<file path="config.mk">
export PLATFORM = sky130hd
export DESIGN_NAME = register_bank_mp_flat
export DESIGN_NICKNAME = d
export VERILOG_FILES = /design/src/rtl/register_bank_mp_if.sv /design/src/rtl/register_bank_mp.sv /design/src/flat_wrapper.sv
export SDC_FILE = /design/constraint.sdc
export NUM_CORES = 2
export LEC_CHECK = 0
export BUFFER_PORTS_ARGS = -buffer_cell sky130_fd_sc_hd__buf_2
export CAP_MARGIN = 15
export CELL_PAD_IN_SITES_DETAIL_PLACEMENT = 1
export CELL_PAD_IN_SITES_GLOBAL_PLACEMENT = 1
export CORE_UTILIZATION = 44
export DETAILED_ROUTE_END_ITERATION = 10
export PLACE_DENSITY_LB_ADDON = 0.1
export SLEW_MARGIN = 40
export SYNTH_ARGS = -nofsm -noshare
export SYNTH_HDL_FRONTEND = slang
export SYNTH_SLANG_ARGS = --single-unit
</file>
<file path="constraint.sdc">
create_clock -name clk -period 6.3 [get_ports clk]
set_input_delay 0.63 -clock clk [delete_from_list [all_inputs] [get_ports clk]]
set_output_delay 0.63 -clock clk [all_outputs]
set_load 0.03 [all_outputs]
</file>
<file path="src/rtl/register_bank_mp_if.sv">
// Bus bundle for register_bank_mp: write ports, read ports, scoreboard alloc and status.
// The bank drives the slave side; the pipeline (or a bench) drives the master side.
interface register_bank_mp_if #(
    parameter int REGISTER_SIZE = 32,
    parameter int ADDRESS_SIZE  = 5,
    parameter int READ_PORTS    = 2,
    parameter int WRITE_PORTS   = 2
);
    logic [WRITE_PORTS-1:0]               write;
    logic [WRITE_PORTS*ADDRESS_SIZE-1:0]  addr_in;
    logic [WRITE_PORTS*REGISTER_SIZE-1:0] data_in;
    logic [READ_PORTS*ADDRESS_SIZE-1:0]   addr_out;
    logic [READ_PORTS*REGISTER_SIZE-1:0]  data_out;
    logic [READ_PORTS-1:0]                busy_out;
    logic                                 alloc;
    logic [ADDRESS_SIZE-1:0]              alloc_addr;
    logic [ADDRESS_SIZE:0]                busy_count;

    modport master (
        output write, addr_in, data_in, addr_out, alloc, alloc_addr,
        input  data_out, busy_out, busy_count
    );

    modport slave (
        input  write, addr_in, data_in, addr_out, alloc, alloc_addr,
        output data_out, busy_out, busy_count
    );
endinterface

</file>
<file path="src/rtl/register_bank_mp.sv">
// Multi-port register bank with per-register busy scoreboard; register 0 reads as zero.
// Optional write-through read forwarding when REGISTER_BANK_MP_BYPASS_EN is defined.
module register_bank_mp #(
    parameter int REGISTER_SIZE = 32,
    parameter int ADDRESS_SIZE  = 5,
    parameter int READ_PORTS    = 2,
    parameter int WRITE_PORTS   = 2
) (
    input  logic              clk,
    input  logic              reset,
    register_bank_mp_if.slave bus
);
    localparam int DEPTH = 1 << ADDRESS_SIZE;

    logic [REGISTER_SIZE-1:0] regs_q [DEPTH];
    logic [REGISTER_SIZE-1:0] regs_d [DEPTH];
    logic [DEPTH-1:0]         busy_q, busy_d;
    logic [ADDRESS_SIZE:0]    busy_count_q, busy_count_d;

    logic [ADDRESS_SIZE-1:0]             wr_addr;
    logic [ADDRESS_SIZE-1:0]             rd_addr;
    logic [READ_PORTS*REGISTER_SIZE-1:0] data_out_c;
    logic [READ_PORTS-1:0]               busy_out_c;
`ifdef REGISTER_BANK_MP_BYPASS_EN
    logic [ADDRESS_SIZE-1:0]             fwd_addr;
`endif

    // Ascending port order lets the highest-index writer win; alloc is applied last so it beats a clear.
    always_comb begin
        regs_d  = regs_q;
        busy_d  = busy_q;
        wr_addr = '0;
        for (int k = 0; k < WRITE_PORTS; k++) begin
            wr_addr = bus.addr_in[k*ADDRESS_SIZE +: ADDRESS_SIZE];
            if (bus.write[k] && (wr_addr != '0)) begin
                regs_d[wr_addr] = bus.data_in[k*REGISTER_SIZE +: REGISTER_SIZE];
                busy_d[wr_addr] = 1'b0;
            end
        end
        if (bus.alloc && (bus.alloc_addr != '0)) begin
            busy_d[bus.alloc_addr] = 1'b1;
        end
        regs_d[0] = '0;
        busy_d[0] = 1'b0;

        busy_count_d = '0;
        for (int i = 0; i < DEPTH; i++) begin
            busy_count_d = busy_count_d + {{ADDRESS_SIZE{1'b0}}, busy_d[i]};
        end
    end

    always_ff @(posedge clk) begin
        if (!reset) begin
            for (int i = 0; i < DEPTH; i++) begin
                regs_q[i] <= '0;
            end
            busy_q       <= '0;
            busy_count_q <= '0;
        end else begin
            regs_q       <= regs_d;
            busy_q       <= busy_d;
            busy_count_q <= busy_count_d;
        end
    end

    always_comb begin
        data_out_c = '0;
        busy_out_c = '0;
        rd_addr    = '0;
`ifdef REGISTER_BANK_MP_BYPASS_EN
        fwd_addr   = '0;
`endif
        for (int j = 0; j < READ_PORTS; j++) begin
            rd_addr = bus.addr_out[j*ADDRESS_SIZE +: ADDRESS_SIZE];
            data_out_c[j*REGISTER_SIZE +: REGISTER_SIZE] = regs_q[rd_addr];
            busy_out_c[j] = busy_q[rd_addr];
`ifdef REGISTER_BANK_MP_BYPASS_EN
            for (int k = 0; k < WRITE_PORTS; k++) begin
                fwd_addr = bus.addr_in[k*ADDRESS_SIZE +: ADDRESS_SIZE];
                if (bus.write[k] && (fwd_addr == rd_addr) && (rd_addr != '0)) begin
                    data_out_c[j*REGISTER_SIZE +: REGISTER_SIZE] =
                        bus.data_in[k*REGISTER_SIZE +: REGISTER_SIZE];
                    busy_out_c[j] = bus.alloc && (bus.alloc_addr == rd_addr);
                end
            end
`endif
        end
    end

    assign bus.data_out   = data_out_c;
    assign bus.busy_out   = busy_out_c;
    assign bus.busy_count = busy_count_q;

endmodule

</file>
<file path="src/flat_wrapper.sv">
// flat-port wrapper written by rule: the top's interface ports become plain ports
module register_bank_mp_flat 
#(
    parameter int REGISTER_SIZE = 32,
    parameter int ADDRESS_SIZE  = 5,
    parameter int READ_PORTS    = 2,
    parameter int WRITE_PORTS   = 2
)
  (clk, reset, bus_write, bus_addr_in, bus_data_in, bus_addr_out, bus_alloc, bus_alloc_addr, bus_data_out, bus_busy_out, bus_busy_count);
  register_bank_mp_if #(.REGISTER_SIZE(REGISTER_SIZE), .ADDRESS_SIZE(ADDRESS_SIZE), .READ_PORTS(READ_PORTS), .WRITE_PORTS(WRITE_PORTS)) bus_i ();
  input  logic clk;
  input  logic reset;
  input wire logic [$bits(bus_i.write)-1:0] bus_write;
  input wire logic [$bits(bus_i.addr_in)-1:0] bus_addr_in;
  input wire logic [$bits(bus_i.data_in)-1:0] bus_data_in;
  input wire logic [$bits(bus_i.addr_out)-1:0] bus_addr_out;
  input wire logic [$bits(bus_i.alloc)-1:0] bus_alloc;
  input wire logic [$bits(bus_i.alloc_addr)-1:0] bus_alloc_addr;
  output wire logic [$bits(bus_i.data_out)-1:0] bus_data_out;
  output wire logic [$bits(bus_i.busy_out)-1:0] bus_busy_out;
  output wire logic [$bits(bus_i.busy_count)-1:0] bus_busy_count;
  assign bus_i.write = bus_write;
  assign bus_i.addr_in = bus_addr_in;
  assign bus_i.data_in = bus_data_in;
  assign bus_i.addr_out = bus_addr_out;
  assign bus_i.alloc = bus_alloc;
  assign bus_i.alloc_addr = bus_alloc_addr;
  assign bus_data_out = bus_i.data_out;
  assign bus_busy_out = bus_i.busy_out;
  assign bus_busy_count = bus_i.busy_count;
  register_bank_mp #(.REGISTER_SIZE(REGISTER_SIZE), .ADDRESS_SIZE(ADDRESS_SIZE), .READ_PORTS(READ_PORTS), .WRITE_PORTS(WRITE_PORTS)) u_core (.clk(clk), .reset(reset), .bus(bus_i));
endmodule
</file>
==> impl_metrics.tcl <==
set metrics [dict create \
    status "complete, no violations" \
    path_max_fanout 10 \
    initial_core_util 0.444 \
    finalCriticalPeriod_ns 5.57 \
    cts.clk_slew.worst_paths_ns 0.06 \
    hold_buffers 0 \
    die_x_microns 380 \
    via_per_inst 7.34 \
    drive_gt1_frac 0.165 \
    grt_usage 0.432 \
    total_power_mw 16.7 \
    drt-initial-drc-count 8502 \
    rsz0062_at_grt "no" \
    synth_edf_count 0 \
    path_class "in2reg" \
    slew_headroom 0.320 \
    min_period_over_period 0.884 \
    gp_congestion 0.964 \
    dp_hpwl_mm 177 \
    yosysWarnings 0 \
    vias 65800 \
    fin_nets 7088 \
    numCtsBuffers 131 \
    skew_ns 0.0301 \
    cts_root_buf "clkbuf_16" \
    setup_viol 0 \
    p_leak_nw 22.8 \
    finalMaxSlewViolations 0 \
    io_buffers 165 \
    async_reset_ff_frac 0 \
    start_kind "input port" \
    pin_count 166 \
    drt-total-wl_mm 322 \
    syn_inst 7459 \
    dr.pass1.iters 6 \
    synthDistinctLibCells 47 \
    final_core_util 0.487 \
    die_h_microns 380 \
    grt-ovfl-total 0 \
    drtAntennaViolNets 0 \
    ir_worst_vdd_uv 218 \
    n_fill_cell 16300 \
    wl_per_cell_microns 35.9 \
    cts_tree "done" \
    seqCellArea_sq_um 20600 \
    clk_latency_ns 0.81 \
    worst_pin_slew_ns 1.02 \
    grt_pass1_vias 65600 \
    multi_input_area_sq_um 38400 \
    p_per_area_nw_per_um2 242 \
    dieArea_sq_um 144000 \
    core_area_sq_um 142000 \
    ys.flop_type "dfxtp_1" \
    cts_setup_buffers 0 \
    worstPathRequired_ns 6.98 \
    cts.htree.levels 4 \
    grt_max_degree 173 \
    cts_buffer_depth 3 \
    antenna_found_initial 33 \
    ys_seq_elements 1029 \
    max_freq_mhz 180 \
    drv_cap 0 \
    synth_nets 7585 \
    cp.arrival_ns 6.25 \
    hold_path.class "in2reg" \
    synthesis.area_sq_um 62900 \
    syn2layout_area_growth_pct 9.78 \
    grt_pass1_wl_mm 462 \
    yosysSeqAreaShare 0.328 \
    synth_area_per_cell_sq_um 8.43 \
    cts_resized 0 \
    hold_violations 0 \
    remaining_drc_errors 0 \
    rows 138 \
    end_kind "register" \
    cts.sinks 1029 \
]
==> flip-flops by register name, indices dropped and copies added, names as in the netlist <==
register,flops
u_core.regs_q,992
u_core.busy_q,31
u_core.bus.busy_count,6
==> cell type report <==
type	count	area share
antenna	16	0.000580
clock buffer	197	0.0572
clock inverter	36	0.00694
inverter	30	0.00181
multi-input combinational	5402	0.557
sequential	1029	0.298
tap	1890	0.0343
timing repair buffer	368	0.0442
==> worst max-delay path, cell delays in order <==
cell and delay (ns):
buf_2 0.13, buf_4 0.17, and4b_2 0.44, buf_4 0.17, nand2_2 0.05, a32oi_1 0.33
fa_1 0.53, fa_1 0.56, fa_1 0.44, fa_1 0.50, fa_1 0.49, inv_1 0.05
fa_1 0.45, ha_1 0.26, fa_1 0.45, a21o_1 0.19, a21oi_1 0.17, xor2_1 0.18
nor2_1 0.05
==> synth_stat cells (3+ instances only) <==
library cell	number	area share
a32oi_1	18	0.0025
o21ai_1	64	0.0051
a311oi_1	982	0.14
nor2_1	1029	0.061
o31ai_1	66	0.0079
buf_4	48	0.0057
ha_1	9	0.0018
nand4b_1	3	0.00042
buf_6	17	0.0030
nor2b_1	12	0.0012
a32o_1	13	0.0021
a22o_1	197	0.027
nand2_1	1572	0.094
mux2_2	65	0.012
buf_1	102	0.0061
nor3b_1	4	0.00048
clkbuf_1	654	0.039
a211oi_1	66	0.0079
mux2i_1	200	0.032
and4b_1	6	0.00095
and3b_1	3	0.00042
buf_2	177	0.014
and4bb_2	6	0.0012
dfxtp_1	1029	0.33
and2_1	88	0.0088
fa_1	23	0.0073
nand2b_1	4	0.00040
a311oi_2	10	0.0024
mux4_2	396	0.14
inv_1	29	0.0017
o22ai_1	66	0.0066
nand3_1	480	0.038
==> through the flow <==
| step | TNS [ns] | hold slack (ns) | setup slack [ns] | cells | cell area (sq um) |
|---|---|---|---|---|---|
| floorplan | 0 | 0.464 | 0.216 | 7459 | 62900 |
| global placement | -0.0218 | 0.477 | -0.0218 | 8705 | 64000 |
| detailed placement | -0.0612 | 0.487 | -0.0612 | 8711 | 64300 |
| CTS | 0 | 0.283 | 0.785 | 8944 | 68700 |
| global route | 0 | 0.273 | 0.569 | 8962 | 69000 |
| finish | 0 | 0.277 | 0.730 | 8968 | 69000 |
==> final timing paths <==
kind,start,to,slack [ns],cells past startpoint
hold / removal,bus_data_in[49],u_core.regs_q[145],0.28,3
hold reg to reg,u_core.regs_q[81],u_core.regs_q[81],0.50,2
setup reg to reg,u_core.busy_q[2],u_core.bus.busy_count[4],0.98,16
setup / recovery,bus_addr_in[1],u_core.bus.busy_count[4],0.73,19
==> cells by family (layout without fill, tap and decap cells) <==
logic type / after synthesis / count (layout) / synth area share
simple gates: 3218 / 3218 / 0.209
compound gates: 1489 / 1489 / 0.199
flops: 1029 / 1029 / 0.328
buf+inv: 1028 / 631 / 0.0698
mux: 661 / 661 / 0.185
fa+ha+maj: 32 / 32 / 0.00911
xor+xnor: 2 / 2 / 0.000279
other cells: 0 / 16 / 0
==> cells in the final DEF (no fill, tap or decap), types with 20 or more instances in the layout <==
cell / count
o21ai_1: 53
clkbuf_8: 32
mux2_2: 65
nor2_1: 1015
mux4_2: 396
a311oi_1: 982
o22ai_1: 66
nand3_1: 480
buf_12: 20
mux2i_1: 200
nand2_1: 1508
a211oi_1: 64
clkbuf_1: 29
dfxtp_1: 1029
clkbuf_16: 136
and2_1: 82
fa_1: 23
buf_6: 36
buf_4: 151
nand2_2: 46
o31ai_1: 64
a22o_1: 197
buf_2: 144
inv_1: 29
==> layer usage <==
layer | wire length, microns | vias up | GRT usage
met5 | 111 | - | 0
met4 | 17800 | 20 | 0.235
met3 | 39000 | 1003 | 0.123
met2 | 138000 | 4270 | 0.640
met1 | 127000 | 34000 | 0.567
li1 | - | 26600 | -
==> report_power, final <==
part / switching (mW) / leakage [nW] / internal [mW]
combinational: 1.44 / 12.3 / 0.551
sequential: 0.107 / 8.32 / 6.64
clock: 3.28 / 2.19 / 4.71
total: 4.83 / 22.8 / 11.9
No activity file was read; power rests on OpenSTA's default activity.
